[src/rtl/sha_job_ctrl.sv]
// sha_job_ctrl: sequences one HM_SHA_256 compression per accepted block and hands back the digest
module sha_job_ctrl #(
    parameter int ROUNDS = 64,
    parameter int CW     = 7
) (
    input  logic                clk,
    input  logic                n_rst,
    input  logic                blk_valid,
    input  logic                blk_first,
    input  logic [15:0][31:0]   blk_data,
    output logic                blk_ready,
    input  logic                stall,
    input  logic                abort,
    output logic                hash_valid,
    input  logic                hash_ack,
    output logic [7:0][31:0]    hash_out,
    output logic                busy,
    output logic                sha_init,
    output logic                sha_clear,
    output logic                sha_halt,
    output logic [CW-1:0]       sha_count,
    output logic [15:0][31:0]   sha_data,
    input  logic [7:0][31:0]    sha_hash
);

    typedef enum logic [2:0] {IDLE, INIT, SETTLE, RUN, CAPTURE, DONE} state_t;

    state_t              state_q, state_d;
    logic [CW-1:0]       cnt_q, cnt_d;
    logic                first_q, first_d;
    logic [15:0][31:0]   data_q, data_d;
    logic [7:0][31:0]    hash_q, hash_d;
    logic                last;

    assign last = cnt_q == CW'(ROUNDS - 1);

    // State, round counter, latched block and captured digest
    always_ff @(posedge clk or negedge n_rst) begin
        if (!n_rst) begin
            state_q <= IDLE;
            cnt_q   <= '0;
            first_q <= 1'b0;
            data_q  <= '0;
            hash_q  <= '0;
        end else begin
            state_q <= state_d;
            cnt_q   <= cnt_d;
            first_q <= first_d;
            data_q  <= data_d;
            hash_q  <= hash_d;
        end
    end

    // Next state; abort overrides everything and leaves the block and digest registers untouched
    always_comb begin
        state_d = state_q;
        cnt_d   = cnt_q;
        first_d = first_q;
        data_d  = data_q;
        hash_d  = hash_q;
        case (state_q)
            IDLE: begin
                if (blk_valid) begin
                    state_d = INIT;
                    first_d = blk_first;
                    data_d  = blk_data;
                end
            end
            INIT:   state_d = SETTLE;
            SETTLE: state_d = RUN;
            RUN: begin
                if (!stall) begin
                    state_d = last ? CAPTURE : RUN;
                    cnt_d   = last ? cnt_q : cnt_q + 1'b1;
                end
            end
            CAPTURE: begin
                hash_d  = sha_hash;
                cnt_d   = '0;
                state_d = DONE;
            end
            DONE:    state_d = hash_ack ? IDLE : DONE;
            default: state_d = IDLE;
        endcase
        if (abort) begin
            state_d = IDLE;
            cnt_d   = '0;
            first_d = first_q;
            data_d  = data_q;
            hash_d  = hash_q;
        end
    end

    // Output decode; only the halt release in RUN looks at stall so the core freezes in the same cycle
    always_comb begin
        blk_ready  = state_q == IDLE;
        busy       = state_q != IDLE;
        hash_valid = state_q == DONE;
        sha_init   = state_q == INIT && first_q;
        sha_clear  = state_q == INIT || state_q == SETTLE || state_q == RUN || state_q == CAPTURE;
        sha_halt   = !(state_q == RUN && !stall);
        sha_count  = cnt_q;
        sha_data   = data_q;
        hash_out   = hash_q;
    end

endmodule

[config.mk]
export PLATFORM = sky130hd
export DESIGN_NAME = sha_job_ctrl
export DESIGN_NICKNAME = d
export VERILOG_FILES = /design/src/rtl/sha_job_ctrl.sv
export SDC_FILE = /design/constraint.sdc
export NUM_CORES = 1
export LEC_CHECK = 0
export BUFFER_PORTS_ARGS = -buffer_cell sky130_fd_sc_hd__buf_2
export CAP_MARGIN = 20
export CORE_AREA = 2 2 603 605
export CTS_CLUSTER_SIZE = 30
export DETAILED_ROUTE_END_ITERATION = 8
export DIE_AREA = 0 0 605 607
export MAX_ROUTING_LAYER = met4
export PLACE_DENSITY_LB_ADDON = 0.08
export SYNTH_ARGS = -nofsm -noshare
export SYNTH_HDL_FRONTEND = slang
export SYNTH_SLANG_ARGS = --single-unit
[constraint.sdc]
create_clock -name clk -period 2.4 [get_ports clk]
set_clock_uncertainty 0.1 [all_clocks]
set_input_delay 0.12 -clock clk [delete_from_list [all_inputs] [get_ports clk]]
set_output_delay 0.12 -clock clk [all_outputs]
set_load 0.01 [all_outputs]
==> results of run 1 <==
## registers in the layout, summed over array words and instances (netlist names)
register   count
first_q        1
state_q        3
sha_data     512
sha_count      7
hash_out     256
## how the worst max path moves through the flow
stage | from | to
2_1_floorplan | state_q[1] | sha_data[100]
3_3_place_gp | state_q[1] | sha_data[196]
3_5_place_dp | state_q[1] | sha_data[22]
4_1_cts | state_q[1] | hash_valid
5_1_grt | state_q[0] | sha_halt
6_report | state_q[1] | sha_data[23]
## through the flow
stage / hold WS, ps / total power [W] / instance area [um2] / cells / utilization
2_1_floorplan: -276 / 0.0280 / 31600 / 1698 / -
3_3_place_gp: 237 / 0.0375 / 45400 / 8050 / 0.126
3_5_place_dp: 241 / 0.0373 / 45400 / 8050 / 0.126
4_1_cts: 1.32 / 0.0592 / 64600 / 9780 / 0.179
5_1_grt: 15.2 / 0.0606 / 64600 / 9805 / 0.179
6_report: 78.5 / 0.0572 / 64700 / 9814 / 0.179
## Yosys cell counts (3+ instances only)
| cell type | n | area, um2 |
|---|---|---|
| buf_12 | 53 | 1060 |
| mux2_1 | 30 | 338 |
| inv_1 | 4 | 15.0 |
| buf_4 | 29 | 218 |
| mux2_2 | 269 | 3030 |
| buf_2 | 4 | 20.0 |
| o21ai_0 | 4 | 20.0 |
| nand3_1 | 3 | 15.0 |
| mux2_4 | 470 | 7060 |
| nor2_1 | 8 | 30.0 |
| and3_1 | 3 | 18.8 |
| dfrtp_1 | 779 | 19500 |
| nand2_1 | 4 | 15.0 |
## area by class of cell
type | instances | area (um2) | share of cell area
clock inverters | 33 | 460 | 0.00712
diodes | 34 | 85.1 | 0.00132
clock buffers | 180 | 3540 | 0.0547
multi-input cells | 824 | 10800 | 0.167
flip-flops and latches | 779 | 19500 | 0.302
repair buffers | 3164 | 24300 | 0.375
inverters | 6 | 22.5 | 0.000348
well taps | 4794 | 6000 | 0.0928
## cells by family (layout without fill, tap and decap cells)
logic type / count (synthesis) / after routing
other: 0 / 34
and+or+nand+nor: 32 / 32
xor gates and xnor gates: 2 / 2
AOI/OAI and AO/OA: 19 / 19
adders and majority gates: 1 / 1
muxes: 770 / 770
buffers and inverters: 95 / 3383
DFF: 779 / 779
## what timing repair did
| action | CTS | global route |
|---|---|---|
| endpoints found under the setup margin | 1 | 0 |
| resized for setup | 1 | 0 |
| endpoints found under the hold margin | 1558 | 0 |
| buffers inserted | 0 | 0 |
| hold buffers | 1517 | 0 |
## power by group
group	leakage, nW	switching, W	internal, W	total, W
sequential	9.72	0.00236	0.0171	0.0194
combinational	18.7	0.00898	0.0102	0.0192
clock	1.96	0.00760	0.0110	0.0186
## critical path: stages (launching register included)
cell and delay, ps:
dfrtp_1 390, nor2_2 170, nand2_4 80, inv_2 70, and3_4 230, buf_12 180, mux2_2 340, dlygate4sd3_1 560
## routing by layer
| layer | track usage | up-vias |
|---|---|---|
| li1 | - | 12500 |
| met1 | 0.116 | 13600 |
| met2 | 0.188 | 875 |
| met3 | 0.0310 | 233 |
| met4 | 0.0213 | 0 |
| met5 | - | - |
==> impl_metrics.py, run 1 <==
metrics = {
    "status": {
        "outcome": "finished, final reports clean",
    },
    "setup_path": {
        "required_ps": 3010,
        "startpoint_type": "flip-flop",
        "cp.arrival_ps": 2890,
        "cp-end-kind": "flip-flop",
        "worstRegToRegCells": 7,
        "reg2reg_from": "state_q[1]",
        "critPathKind": "reg2reg",
        "r2r_slack_ps": 120,
        "reg2reg_to": "sha_data[23]",
        "critPathMaxFanout": 8,
    },
    "timing": {
        "post-route-period-util": 0.948,
        "finalHoldViolations": 0,
        "post-route-min-period_ps": 2280,
        "rsz0062_at_grt": "no",
        "max_freq_mhz": 439,
        "tns_ps": 0,
        "worstMarginPinSlew_ps": 719,
        "setup_viol": 0,
        "layout_setup_ws_ps": 124,
        "finalMaxSlewViolations": 0,
        "slew_headroom": 0.520,
    },
    "grt": {
        "antenna_found_initial": 61,
        "track_usage": 0.106,
        "grt_pass1_vias": 30300,
        "grt_start_max_net_pins": 92,
        "global_route.overflow_total": 0,
        "grt_pass1_wl_um": 263000,
    },
    "worst_hold_path": {
        "hp-start": "blk_data[511]",
        "min_to": "sha_data[511]",
        "worstHoldPathCells": 3,
        "min_path_type": "in2reg",
    },
    "clock_tree": {
        "clock_path_buffers": 4,
        "cts_htree_levels": 3,
        "cts.sinks": 779,
        "clk_latency_ps": 860,
        "cts_buffers": 121,
        "path_clk_slew_ps": 60,
        "cts_tree": "yes",
        "clock-root-buffer": "clkbuf_16",
    },
    "detailed_routing": {
        "route.met3.wl_um": 13400,
        "wl_per_cell_um": 19.9,
        "viasPerCell": 2.78,
        "met2_length_um": 102000,
        "top_layer": "met4",
        "m1WireLength_um": 76100,
        "drtIter0Drc": 760,
        "ant_nets": 0,
        "vias": 27300,
        "drc": 0,
        "drt_wl_total_um": 195000,
        "dr.pass1.iters": 4,
    },
    "synth": {
        "synthAdderAreaFrac": 0.000396,
        "syn-num-nets": 2474,
        "synth_xor_area_frac": 0.000554,
        "postSynthAreaPerCell_um2": 18.6,
        "synth_mux_area_frac": 0.330,
        "seq_area_frac_synth": 0.616,
        "synth_seq_cells": 779,
        "ys.flop_type": "dfrtp_1",
        "synth_cell_types": 44,
        "synth_warnings": 0,
        "synthArstFlopShare": 1.00,
        "synth_cells": 1698,
        "synth_simple_gate_area_frac": 0.00613,
        "synth_top_family_by_area": "multiplexers",
        "synth-edff-count": 0,
        "synth_compound_area_frac": 0.00447,
        "syn_area_mm2": 0.0316,
    },
    "power": {
        "power_density_mw_per_mm2": 885,
        "ir_worst_vdd_mv": 0.647,
        "power.leakage_nw": 30.4,
    },
    "layout": {
        "area_growth_pct": 104,
        "nNetsFinal": 5672,
        "layout_common_cells": "buf_2 (1554), dlygate4sd3_1 (1516), dfrtp_1 (779), mux2_4 (470), mux2_2 (269)",
        "drive_gt1_frac": 0.517,
        "fillers": 40100,
        "final_common_cell": "buf_2",
    },
    "placement": {
        "dp_hpwl_um": 156000,
        "post-place-ws_ps": 182,
        "io_buffer_count": 1555,
        "place_congestion": 0.760,
    },
    "die": {
        "io_pins": 1556,
        "coreArea_mm2": 0.361,
        "rows": 221,
        "die_x_um": 605,
        "start_util": 0.0877,
        "dieArea_mm2": 0.367,
        "die_h_um": 607,
    },
    "flow_run": {
        "cap_violations": 0,
    },
}
Power figures use the tool's default switching activity.
==> run 2, diff against run 1 <==
==> constraint.sdc (replaced) <==
create_clock -name clk -period 2.4 [get_ports clk]
set_clock_uncertainty 0.1 [all_clocks]
set_input_delay 0.24 -clock clk [delete_from_list [all_inputs] [get_ports clk]]
set_output_delay 0.24 -clock clk [all_outputs]
set_load 0.01 [all_outputs]
==> run 2 against run 1 <==
First-iteration DRC count down 4.9%. Utilization fell by 1.2 points. Wire length down 0.35%. Global-route usage shrank 0.066 points. Design area is 6.5% lower. Power fell by 1.3%. Clock power is essentially flat. Die area stayed put. Sequential cell count is the same. Critical path type unchanged.
==> impl_metrics.py, run 2 (synthesis results as in run 1) <==
metrics = {
    "status": {
        "outcome": "finished, final reports clean",
    },
    "placement": {
        "dp_hpwl_um": 157000,
        "io_buffer_count": 1555,
        "place_congestion": 0.762,
    },
    "grt": {
        "grt_pass1_wl_um": 259000,
        "grt_pass1_vias": 28500,
        "top_usage_layer": "met2",
        "grt.met2_usage": 0.187,
        "antenna_found_initial": 64,
        "track_usage": 0.105,
        "global_route.overflow_total": 0,
        "use_met1": 0.115,
        "grt_start_max_net_pins": 107,
        "use_met3": 0.0309,
    },
    "detailed_routing": {
        "drc": 0,
        "viasPerCell": 2.74,
        "dr.pass1.iters": 4,
        "drt_wl_total_um": 194000,
        "wl_per_cell_um": 20.7,
        "drtIter0Drc": 723,
        "ant_nets": 0,
        "vias": 25700,
    },
    "setup_path": {
        "cp.arrival_ps": 2910,
        "critPathMaxFanout": 10,
        "max_stage_delay_ps": 550,
        "critPathSlowestCell": "dlygate4sd3_1",
        "critPathKind": "reg2reg",
        "worstPathCellList": "buf_4 > inv_2 > nand2_4 > inv_2 > and3_4 > buf_16 > mux2_2 > dlygate4sd3_1",
        "cp-end-kind": "flip-flop",
        "required_ps": 3000,
        "r2r_slack_ps": 90,
        "worstRegToRegCells": 8,
        "crit_top_cell": "inv_2",
        "startpoint_type": "flip-flop",
        "reg2reg_from": "state_q[2]",
        "reg2reg_to": "sha_data[63]",
        "crit_start": "state_q[2]",
    },
    "timing": {
        "setup_viol": 0,
        "post-route-period-util": 0.963,
        "slew_headroom": 0.443,
        "finalHoldViolations": 0,
        "post-route-min-period_ps": 2310,
        "worstMarginPinSlew_ps": 836,
        "tns_ps": 0,
        "finalMaxSlewViolations": 0,
        "rsz0062_at_grt": "no",
        "max_freq_mhz": 432,
    },
    "clock_tree": {
        "clock-root-buffer": "clkbuf_16",
        "cts_htree_levels": 3,
        "cts_buffers": 123,
        "clock_path_buffers": 4,
        "cts.sinks": 779,
        "cts_tree": "yes",
        "path_clk_slew_ps": 60,
        "clk_latency_ps": 820,
    },
    "power": {
        "fin_total_pwr_w": 0.0565,
        "power_density_mw_per_mm2": 934,
        "power.leakage_nw": 28.6,
        "ir_worst_vdd_mv": 0.518,
    },
    "layout": {
        "layout_common_cells": "buf_2 (1550), dlygate4sd3_1 (1070), dfrtp_1 (779), mux2_4 (470), mux2_2 (269)",
        "drive_gt1_frac": 0.568,
        "nNetsFinal": 5245,
        "largest_reg_flops": 512,
        "final_common_cell": "buf_2",
        "fillers": 40400,
        "area_growth_pct": 91.1,
    },
    "die": {
        "start_util": 0.0877,
        "die_h_um": 607,
        "rows": 221,
        "dieArea_mm2": 0.367,
        "io_pins": 1556,
        "die_x_um": 605,
        "coreArea_mm2": 0.361,
    },
    "worst_hold_path": {
        "min_to": "sha_data[120]",
        "min_path_type": "in2reg",
        "worstHoldPathCells": 3,
        "hp-start": "blk_data[120]",
    },
    "flow_run": {
        "cap_violations": 0,
    },
}
-- run 2: changes by cell type in the layout (fill, tap and decap cells not counted), moves of 4 or more --
| cell | before | now |
|---|---|---|
| buf_12 | 47 | 53 |
| buf_2 | 1554 | 1550 |
| buf_4 | 46 | 58 |
| clkbuf_1 | 30 | 45 |
| clkinv_2 | 16 | 9 |
| dlygate4sd3_1 | 1516 | 1070 |
-- run 2: how the worst max path moves through the flow --
stage | to | cells after the start
CTS | sha_halt | 4
detailed placement | sha_data[298] | 8
global route | sha_data[483] | 8
global placement | sha_data[173] | 8
finish | sha_data[63] | 8
floorplan | sha_data[100] | 9
-- run 2: layout make-up --
cell class	instances	area (um2)	share of cell area
Antenna cell	32	80.1	0.00132
Sequential cell	779	19500	0.323
Clock inverter	24	324	0.00536
Inverter	6	22.5	0.000373
Clock buffer	200	3690	0.0610
Multi-Input combinational cell	824	10800	0.179
Timing Repair Buffer	2735	20000	0.331
Tap cell	4794	6000	0.0992
-- run 2: worst max-delay path, delay by kind of cell, from the launching register on --
family,cells,cell delay [ps]
buffers and inverters,5,1060
DFF,1,380
muxes,1,340
and+or+nand+nor,2,310
-- run 2: through the flow --
| step | area (um2) | worst slack (ps) | utilization | hold WS, ps | std cells |
|---|---|---|---|---|---|
| finish | 60400 | 87.7 | 0.167 | 98.3 | 9394 |
| global route | 60400 | 0.191 | 0.167 | 34.3 | 9388 |
| CTS | 60300 | 2.64 | 0.167 | 0.180 | 9358 |
| detailed placement | 45500 | 134 | 0.126 | 152 | 8060 |
| global placement | 45500 | 97.6 | 0.126 | 156 | 8060 |
| floorplan | 31600 | 435 | - | -156 | 1698 |
-- run 2: what timing repair did --
action | in CTS | in global routing
gates resized for setup | 8 | 1
endpoints found under the setup margin | 4 | 2
hold endpoints to repair | 1523 | 0
hold buffers | 1071 | 0
buffers inserted | 3 | 4
pin swaps | 1 | 0
-- run 2: per-layer routing --
layer	vias to the layer above	share of wire
met5	-	0
met4	0	0.021
met3	250	0.071
met2	899	0.52
met1	12900	0.39
li1	11700	-
-- run 2: where the power goes --
group / switching [W] / leakage (nW) / internal [W] / total (W)
registers: 0.00233 / 9.72 / 0.0171 / 0.0194
logic: 0.00891 / 16.9 / 0.00979 / 0.0187
clock network: 0.00734 / 1.96 / 0.0110 / 0.0184
total: 0.0186 / 28.6 / 0.0379 / 0.0565
